`src/rtl/imem_prog_loader.sv`:
```
// imem_prog_loader: streams a program into IMEM, runs the core, flags halt/timeout.
// Optional macro HALT_ECALL_EN: an ECALL fetched in RUN also halts the core.
module imem_prog_loader #(
  parameter int DATA_W      = 32,
  parameter int DEPTH       = 64,
  parameter int ADDR_W      = $clog2(DEPTH),
  parameter int CNT_W       = 16,
  parameter int MAX_CYCLES  = 1000,
  parameter int HALT_REPEAT = 2
) (
  input  logic              clk,
  input  logic              reset,
  input  logic              load_valid,
  output logic              load_ready,
  input  logic [DATA_W-1:0] load_data,
  input  logic              load_last,
  input  logic              clear,
  output logic              imem_we,
  output logic [ADDR_W-1:0] imem_addr,
  output logic [DATA_W-1:0] imem_wdata,
  output logic              core_reset_n,
  output logic              core_en,
  input  logic [31:0]       core_pc,
  input  logic [DATA_W-1:0] core_instr,
  output logic              done,
  output logic              timeout,
  output logic [CNT_W-1:0]  cycle_count,
  output logic [ADDR_W:0]   words_loaded
);

  localparam int HW = $clog2(HALT_REPEAT + 1);

  localparam logic [DATA_W-1:0] BEQ_SELF =
    DATA_W'(32'h0000_0063);
  localparam logic [CNT_W-1:0] CNT_LAST =
    CNT_W'(MAX_CYCLES - 1);
  localparam logic [ADDR_W:0] LAST_IDX =
    (ADDR_W + 1)'(DEPTH - 1);
  localparam logic [HW-1:0] HALT_LAST =
    HW'(HALT_REPEAT - 1);

  // S_FLUSH lets the final IMEM write land before the core fetches
  typedef enum logic [2:0] {
    S_IDLE,
    S_LOAD,
    S_FLUSH,
    S_RUN,
    S_DONE,
    S_TIMEOUT
  } state_t;

  state_t          state;
  logic [31:0]     prev_pc;
  logic            prev_valid;
  logic [HW-1:0]   halt_cnt;

  logic accept;
  logic last_word;
  logic pc_hold;
  logic beq_hit;
  logic ecall_hit;
  logic halt_now;

  assign accept    = load_valid && load_ready;
  assign last_word = load_last || (words_loaded == LAST_IDX);
  assign pc_hold   = prev_valid && (core_pc == prev_pc);
  assign beq_hit   = (core_instr == BEQ_SELF) && pc_hold;

`ifdef HALT_ECALL_EN
  assign ecall_hit = (core_instr == DATA_W'(32'h0000_0073));
`else
  assign ecall_hit = 1'b0;
`endif

  assign halt_now = (beq_hit && (halt_cnt == HALT_LAST))
                  || ecall_hit;

  always_ff @(posedge clk or posedge reset) begin
    if (reset) begin
      state        <= S_IDLE;
      load_ready   <= 1'b0;
      imem_we      <= 1'b0;
      imem_addr    <= '0;
      imem_wdata   <= '0;
      core_reset_n <= 1'b0;
      core_en      <= 1'b0;
      done         <= 1'b0;
      timeout      <= 1'b0;
      cycle_count  <= '0;
      words_loaded <= '0;
      prev_pc      <= '0;
      prev_valid   <= 1'b0;
      halt_cnt     <= '0;
    end else begin
      imem_we <= 1'b0;
      unique case (state)
        S_IDLE: begin
          state      <= S_LOAD;
          load_ready <= 1'b1;
        end
        S_LOAD: begin
          if (accept) begin
            imem_we      <= 1'b1;
            imem_addr    <= words_loaded[ADDR_W-1:0];
            imem_wdata   <= load_data;
            words_loaded <= words_loaded + (ADDR_W + 1)'(1);
            if (last_word) begin
              load_ready <= 1'b0;
              state      <= S_FLUSH;
            end
          end
        end
        S_FLUSH: begin
          state        <= S_RUN;
          core_reset_n <= 1'b1;
          core_en      <= 1'b1;
          prev_valid   <= 1'b0;
          halt_cnt     <= '0;
        end
        S_RUN: begin
          prev_pc    <= core_pc;
          prev_valid <= 1'b1;
          halt_cnt   <= beq_hit ? halt_cnt + HW'(1) : '0;
          if (halt_now) begin
            state   <= S_DONE;
            done    <= 1'b1;
            core_en <= 1'b0;
          end else if (cycle_count == CNT_LAST) begin
            state   <= S_TIMEOUT;
            timeout <= 1'b1;
            core_en <= 1'b0;
          end else if (cycle_count != '1) begin
            cycle_count <= cycle_count + CNT_W'(1);
          end
        end
        S_DONE, S_TIMEOUT: begin
          if (clear) begin
            state        <= S_IDLE;
            done         <= 1'b0;
            timeout      <= 1'b0;
            cycle_count  <= '0;
            words_loaded <= '0;
            core_reset_n <= 1'b0;
          end
        end
        default: state <= S_IDLE;
      endcase
    end
  end

endmodule
```
`config.mk`:
```
export PLATFORM = sky130hd
export DESIGN_NAME = imem_prog_loader
export DESIGN_NICKNAME = d
export VERILOG_FILES = /design/src/rtl/imem_prog_loader.sv
export SDC_FILE = /design/constraint.sdc
export NUM_CORES = 1
export LEC_CHECK = 0
export ABC_AREA = 1
export CAP_MARGIN = 15
export CORE_MARGIN = 2
export CORE_UTILIZATION = 32
export CTS_CLUSTER_DIAMETER = 150
export DETAILED_ROUTE_END_ITERATION = 7
export PLACE_DENSITY_LB_ADDON = 0.05
export SLEW_MARGIN = 20
export SYNTH_ARGS = -nofsm -noshare
export SYNTH_HDL_FRONTEND = slang
export SYNTH_SLANG_ARGS = --single-unit
```
`constraint.sdc`:
```
create_clock -name clk -period 9.6 [get_ports clk]
set_clock_uncertainty 0.1 [all_clocks]
set_input_delay 0.96 -clock clk [delete_from_list [all_inputs] [get_ports clk]]
set_output_delay 0.96 -clock clk [all_outputs]
set_load 0.03 [all_outputs]
```
; ---- After elaboration in Yosys (flattened, before gate mapping)
; Index checks and enable logic that the tools add are counted.
; W data, S select, Z words.
[word_totals]
in_bits = 101
ff_bits = 105
out_inout_bits = 67
word_cells = 90
[classes]
mux = 32
reduce_logical = 21
n_eq_ne = 20
n_addsub = 3
[op_table]
columns = operator, n
row1 = $mux W16, 4
row2 = $eq A32 B32 Y1, 1
row3 = $eq A32 B7 Y1 const B, 1
row4 = $pmux W16 S2, 1
row5 = $add A16 B1 Y16 const B, 1
row6 = $eq A16 B10 Y1 const B, 1
row7 = $ne A16 B16 Y1 const B, 1
row8 = $ne A2 B2 Y1 const B, 8
row9 = $mux W3, 5
row10 = $pmux W3 S5, 1
row11 = $mux W7, 2
row12 = $pmux W7 S2, 1
row13 = $pmux W1 S2, 6
row14 = $mux W1, 10
row15 = $reduce_bool A2 Y1, 5
row16 = $reduce_and A3 Y1, 3
row17 = $reduce_and A4 Y1, 2
row18 = $add A7 B1 Y7 const B, 1
row19 = $eq A7 B6 Y1 const B, 1
row20 = $eq A3 B2 Y1 const B, 2
row21 = $eq A3 B3 Y1 const B, 2
row22 = $reduce_and A2 Y1, 3
row23 = $reduce_and A5 Y1, 1
row24 = $logic_and A1 B1 Y1, 4
row25 = other kinds (9), 9

; ---- Logic depth before layout (Yosys ltp)
[logic_depth]
depth_word = 6
mapped_depth = 14
mapped_depth_nobuf = 13

; ---- Worst setup path before layout
; Ideal clock, no wire load.
[synth_path]
path_kind = input -> register
startpoint = input port core_instr[28]
endpoint = register cycle_count[11]
t_required_ps = 9382
setup_time_ps = 118
n_path_buf = 1
cell_stages = 13
slack_ps = 7291
arrival_time_ps = 2092
cell_sequence = nor2_1 > nand2_1 > nor2_1 > nand2_1 > nor2_1 > nand2_1 > nor2_1 > nand3_1 > nand4_4 > nand2_4 > buf_6 > nand2_1 > nand2_1
[synth_via]
elab_chain_cells = 5
[synth_lines]
columns = element, line
row1 = start: declaration, 24  ; input logic [DATA_W-1:0] core_instr,
row2 = $eq A32 B7 Y1, 67  ; assign beq_hit = (core_instr == BEQ_SELF) && pc_hold;
row3 = $logic_and A1 B1 Y1, 67
row4 = $logic_and A1 B1 Y1, 75  ; assign halt_now = (beq_hit && (halt_cnt == HALT_LAST))
row5 = $ne A2 B2 Y1 (no source line), -
row6 = $reduce_and A5 Y1 (no source line), -
row7 = end signal: assignment, 133  ; cycle_count <= cycle_count + CNT_W'(1);
row8 = end: declaration, 27  ; output logic [CNT_W-1:0] cycle_count,
; No other way between the ends.
; A chain may end at the register's enable or synchronous reset.

; ---- Worst setup path in the final report
[layout_path]
startpoint = input port load_valid
endpoint = register imem_addr[0]
[layout_via]
elab_chain_cells = 2
[layout_lines]
columns = element, line
row1 = start: declaration, 13  ; input logic load_valid,
row2 = $logic_and A1 B1 Y1, 64  ; assign accept = load_valid && load_ready;
row3 = $reduce_and A2 Y1 (no source line), -
row4 = end signal: assignment, 104  ; imem_addr <= words_loaded[ADDR_W-1:0];
row5 = end: declaration, 19  ; output logic [ADDR_W-1:0] imem_addr,
; No other way between the ends.

==> impl_metrics.json <==
{
  "core_um2": 16000,
  "fin_crit_ns": 2.94,
  "synthesis.nets": 815,
  "cp_max_fo": 44,
  "crit_slowest_cell": "nor2_4",
  "syn_area_um2": 5290,
  "start_kind": "input port",
  "synth_common_cells": "nand2_1 (299), dfrtp_1 (105), inv_1 (81)",
  "rr_endpoint": "words_loaded[5]",
  "cpPeakStageDelay_ns": 0.66,
  "die_x_um": 133,
  "worst_pin_slew_ns": 0.875,
  "status": "complete, no violations",
  "cp_num_buf_inv": 3,
  "area_growth_pct": 41.1,
  "routedWlPerCell_um": 13.0,
  "hold_depth": 2,
  "place_hpwl_mm": 10.4,
  "worstHoldPathType": "register to register",
  "synth_area_per_cell_um2": 7.43,
  "drc": 0,
  "diodes": 0,
  "grt_pass1_vias": 4920,
  "ys.flop_type": "dfrtp_1",
  "drive_gt1_share_pct": 4.67,
  "dieHeight_um": 133,
  "yosysUniqueCellTypes": 38,
  "start_util_pct": 33.0,
  "async_reset_ff_share_pct": 100,
  "synth_top_area_share_pct": 49.7,
  "worst_hold_path.endpoint": "imem_wdata[24]",
  "powerDensity_nw_per_um2": 262,
  "power_mw": 1.95,
  "htreeDepth": 3,
  "slew_violations": 0,
  "clockBufferDepth": 2,
  "drtIter0Drc": 204,
  "clk_pin_slew_worst_paths_ns": 0.08,
  "first_pass_iters": 4,
  "synth_edf_count": 0,
  "whs_ns": 0.375,
  "cp_cell_sequence": "clkdlybuf4s50_1, nand2_1, nor2_4, inv_2, nor2_1, inv_1, o21a_1",
  "wl_mm": 14.2,
  "dp_slack_ns": 6.20,
  "grt_overflow": 0,
  "routed_via_density": 4.46,
  "cts_made_buffers": 9,
  "reg2reg_slack_ns": 6.92,
  "critPathArrivalTime_ns": 3.10,
  "antenna_found_initial": 0,
  "critPathRequiredTime_ns": 9.75,
  "ys_ff_latch": 105,
  "cts_tree": "done",
  "fin_crit_sh_pct": 30.7,
  "port_buffers": 167,
  "cts_hold_buffers": 0,
  "clock.fmax_ghz": 0.340,
  "reg2reg_depth": 8,
  "cts-root-buf": "clkbuf_16",
  "grt_max_degree": 60,
  "rows": 46,
  "cts_resized": 0,
  "crit_start": "load_valid",
  "setup_tns_ns": 0,
  "ios": 168,
  "yosysMostFrequentCell": "nand2_1",
  "place.gp.congestion": 0.823,
  "die_area_um2": 17600,
  "yosysSeqAreaShare_pct": 49.7,
  "p_leak_nw": 3.65,
  "clock_latency_ns": 0.35,
  "worstHoldStart": "imem_wdata[24]",
  "rsz0062_at_grt": "no",
  "synth.area.top_cells": "dfrtp_1 (50%), nand2_1 (21%), inv_1 (5.8%)",
  "worstSetupPathType": "input port to register",
  "cts_setup_buffers": 0,
  "grt_pass1_wl_mm": 24.0,
  "clock-sinks": 105,
  "vdd_drop_max_mv": 0.125,
  "hold_viol": 0,
  "relSlewSlack_pct": 41.5,
  "vias": 4876,
  "yosys.area.top_type": "dfrtp_1",
  "yosys_warnings": 0,
  "grtUsageTotal_pct": 16.7,
  "cap_violations": 0,
  "nets": 977,
  "setup_viol": 0,
  "ant_nets": 0,
  "reg2reg_from": "state[1]",
  "critPathCaptureType": "register",
  "syn_inst": 711,
  "postLayoutSetupSlackWorst_ns": 6.66,
  "critPathTopFamily": "buffers and inverters"
}
==> worst max path at each step <==
stage,cells past startpoint,end,slack (ns)
finish,7,imem_addr[0],6.66
global route,7,imem_addr[0],6.37
CTS,7,imem_addr[0],6.59
detailed placement,7,imem_addr[0],6.20
global placement,7,imem_addr[0],6.23
floorplan,1,core_en,5.78
==> sequential cells by signal, summed over array words and instances, names as in the netlist <==
name          count
core_en           1
load_ready        1
imem_we           1
imem_wdata       32
words_loaded      7
timeout           1
imem_addr         6
done              1
halt_cnt          2
prev_valid        1
prev_pc          32
cycle_count      16
state             3
core_reset_n      1
==> layout by cell type (no fill, tap or decap), types with 7 or more instances in the layout <==
cell type and n:
inv_2 9, xnor2_1 7, o21ai_1 11, nand4_1 10, nand3_1 27, nand2_1 299
clkbuf_16 9, clkdlybuf4s50_1 167, nor3_1 9, a21oi_1 8, o21ai_0 32, dfrtp_1 105
inv_1 80, nor2_1 57
==> logic make-up after synthesis <==
group / count (synthesis) / synth area share (%)
AO/OA/AOI/OAI: 62 / 6.42
XOR/XNOR: 10 / 1.66
adder cells (fa/ha/maj): 3 / 0.710
buffers and inverters: 108 / 7.95
flip-flops: 105 / 49.7
AND/OR/NAND/NOR: 423 / 33.5
==> metrics by stage <==
step	instance area, um^2	std cells	util, %
floorplan	5290	711	-
global placement	7170	1078	44.8
detailed placement	7170	1078	44.8
CTS	7460	1094	46.6
global route	7460	1094	46.6
finish	7460	1094	46.6
==> worst min-delay path: stages, from the launching register on <==
cell and delay (ns):
dfrtp_1 0.35, nand2_1 0.05, nand2_1 0.04
==> per-layer routing <==
layer / GRT usage (%) / part of all wire [%]
met3: 3.83 / 4.4
met1: 20.1 / 43
met2: 30.0 / 52
met5: 0 / 0
met4: 4.36 / 1.0
==> power by group <==
group	internal (mW)	leakage (nW)	switching, mW
Combinational	0.341	2.19	0.527
Sequential	0.609	1.32	0.111
Clock	0.182	0.140	0.180
Total	1.13	3.65	0.818
==> area by class of cell <==
| class | count | area [um^2] |
|---|---|---|
| flip-flops and latches | 105 | 2630 |
| fillers | 1628 | 8540 |
| inverters | 90 | 340 |
| clock inverters | 7 | 61.3 |
| well taps | 216 | 270 |
| repair buffers | 169 | 1690 |
| multi-input cells | 498 | 2240 |
| clock buffers | 9 | 225 |
Note: power is estimated with default switching activity, not from simulation.
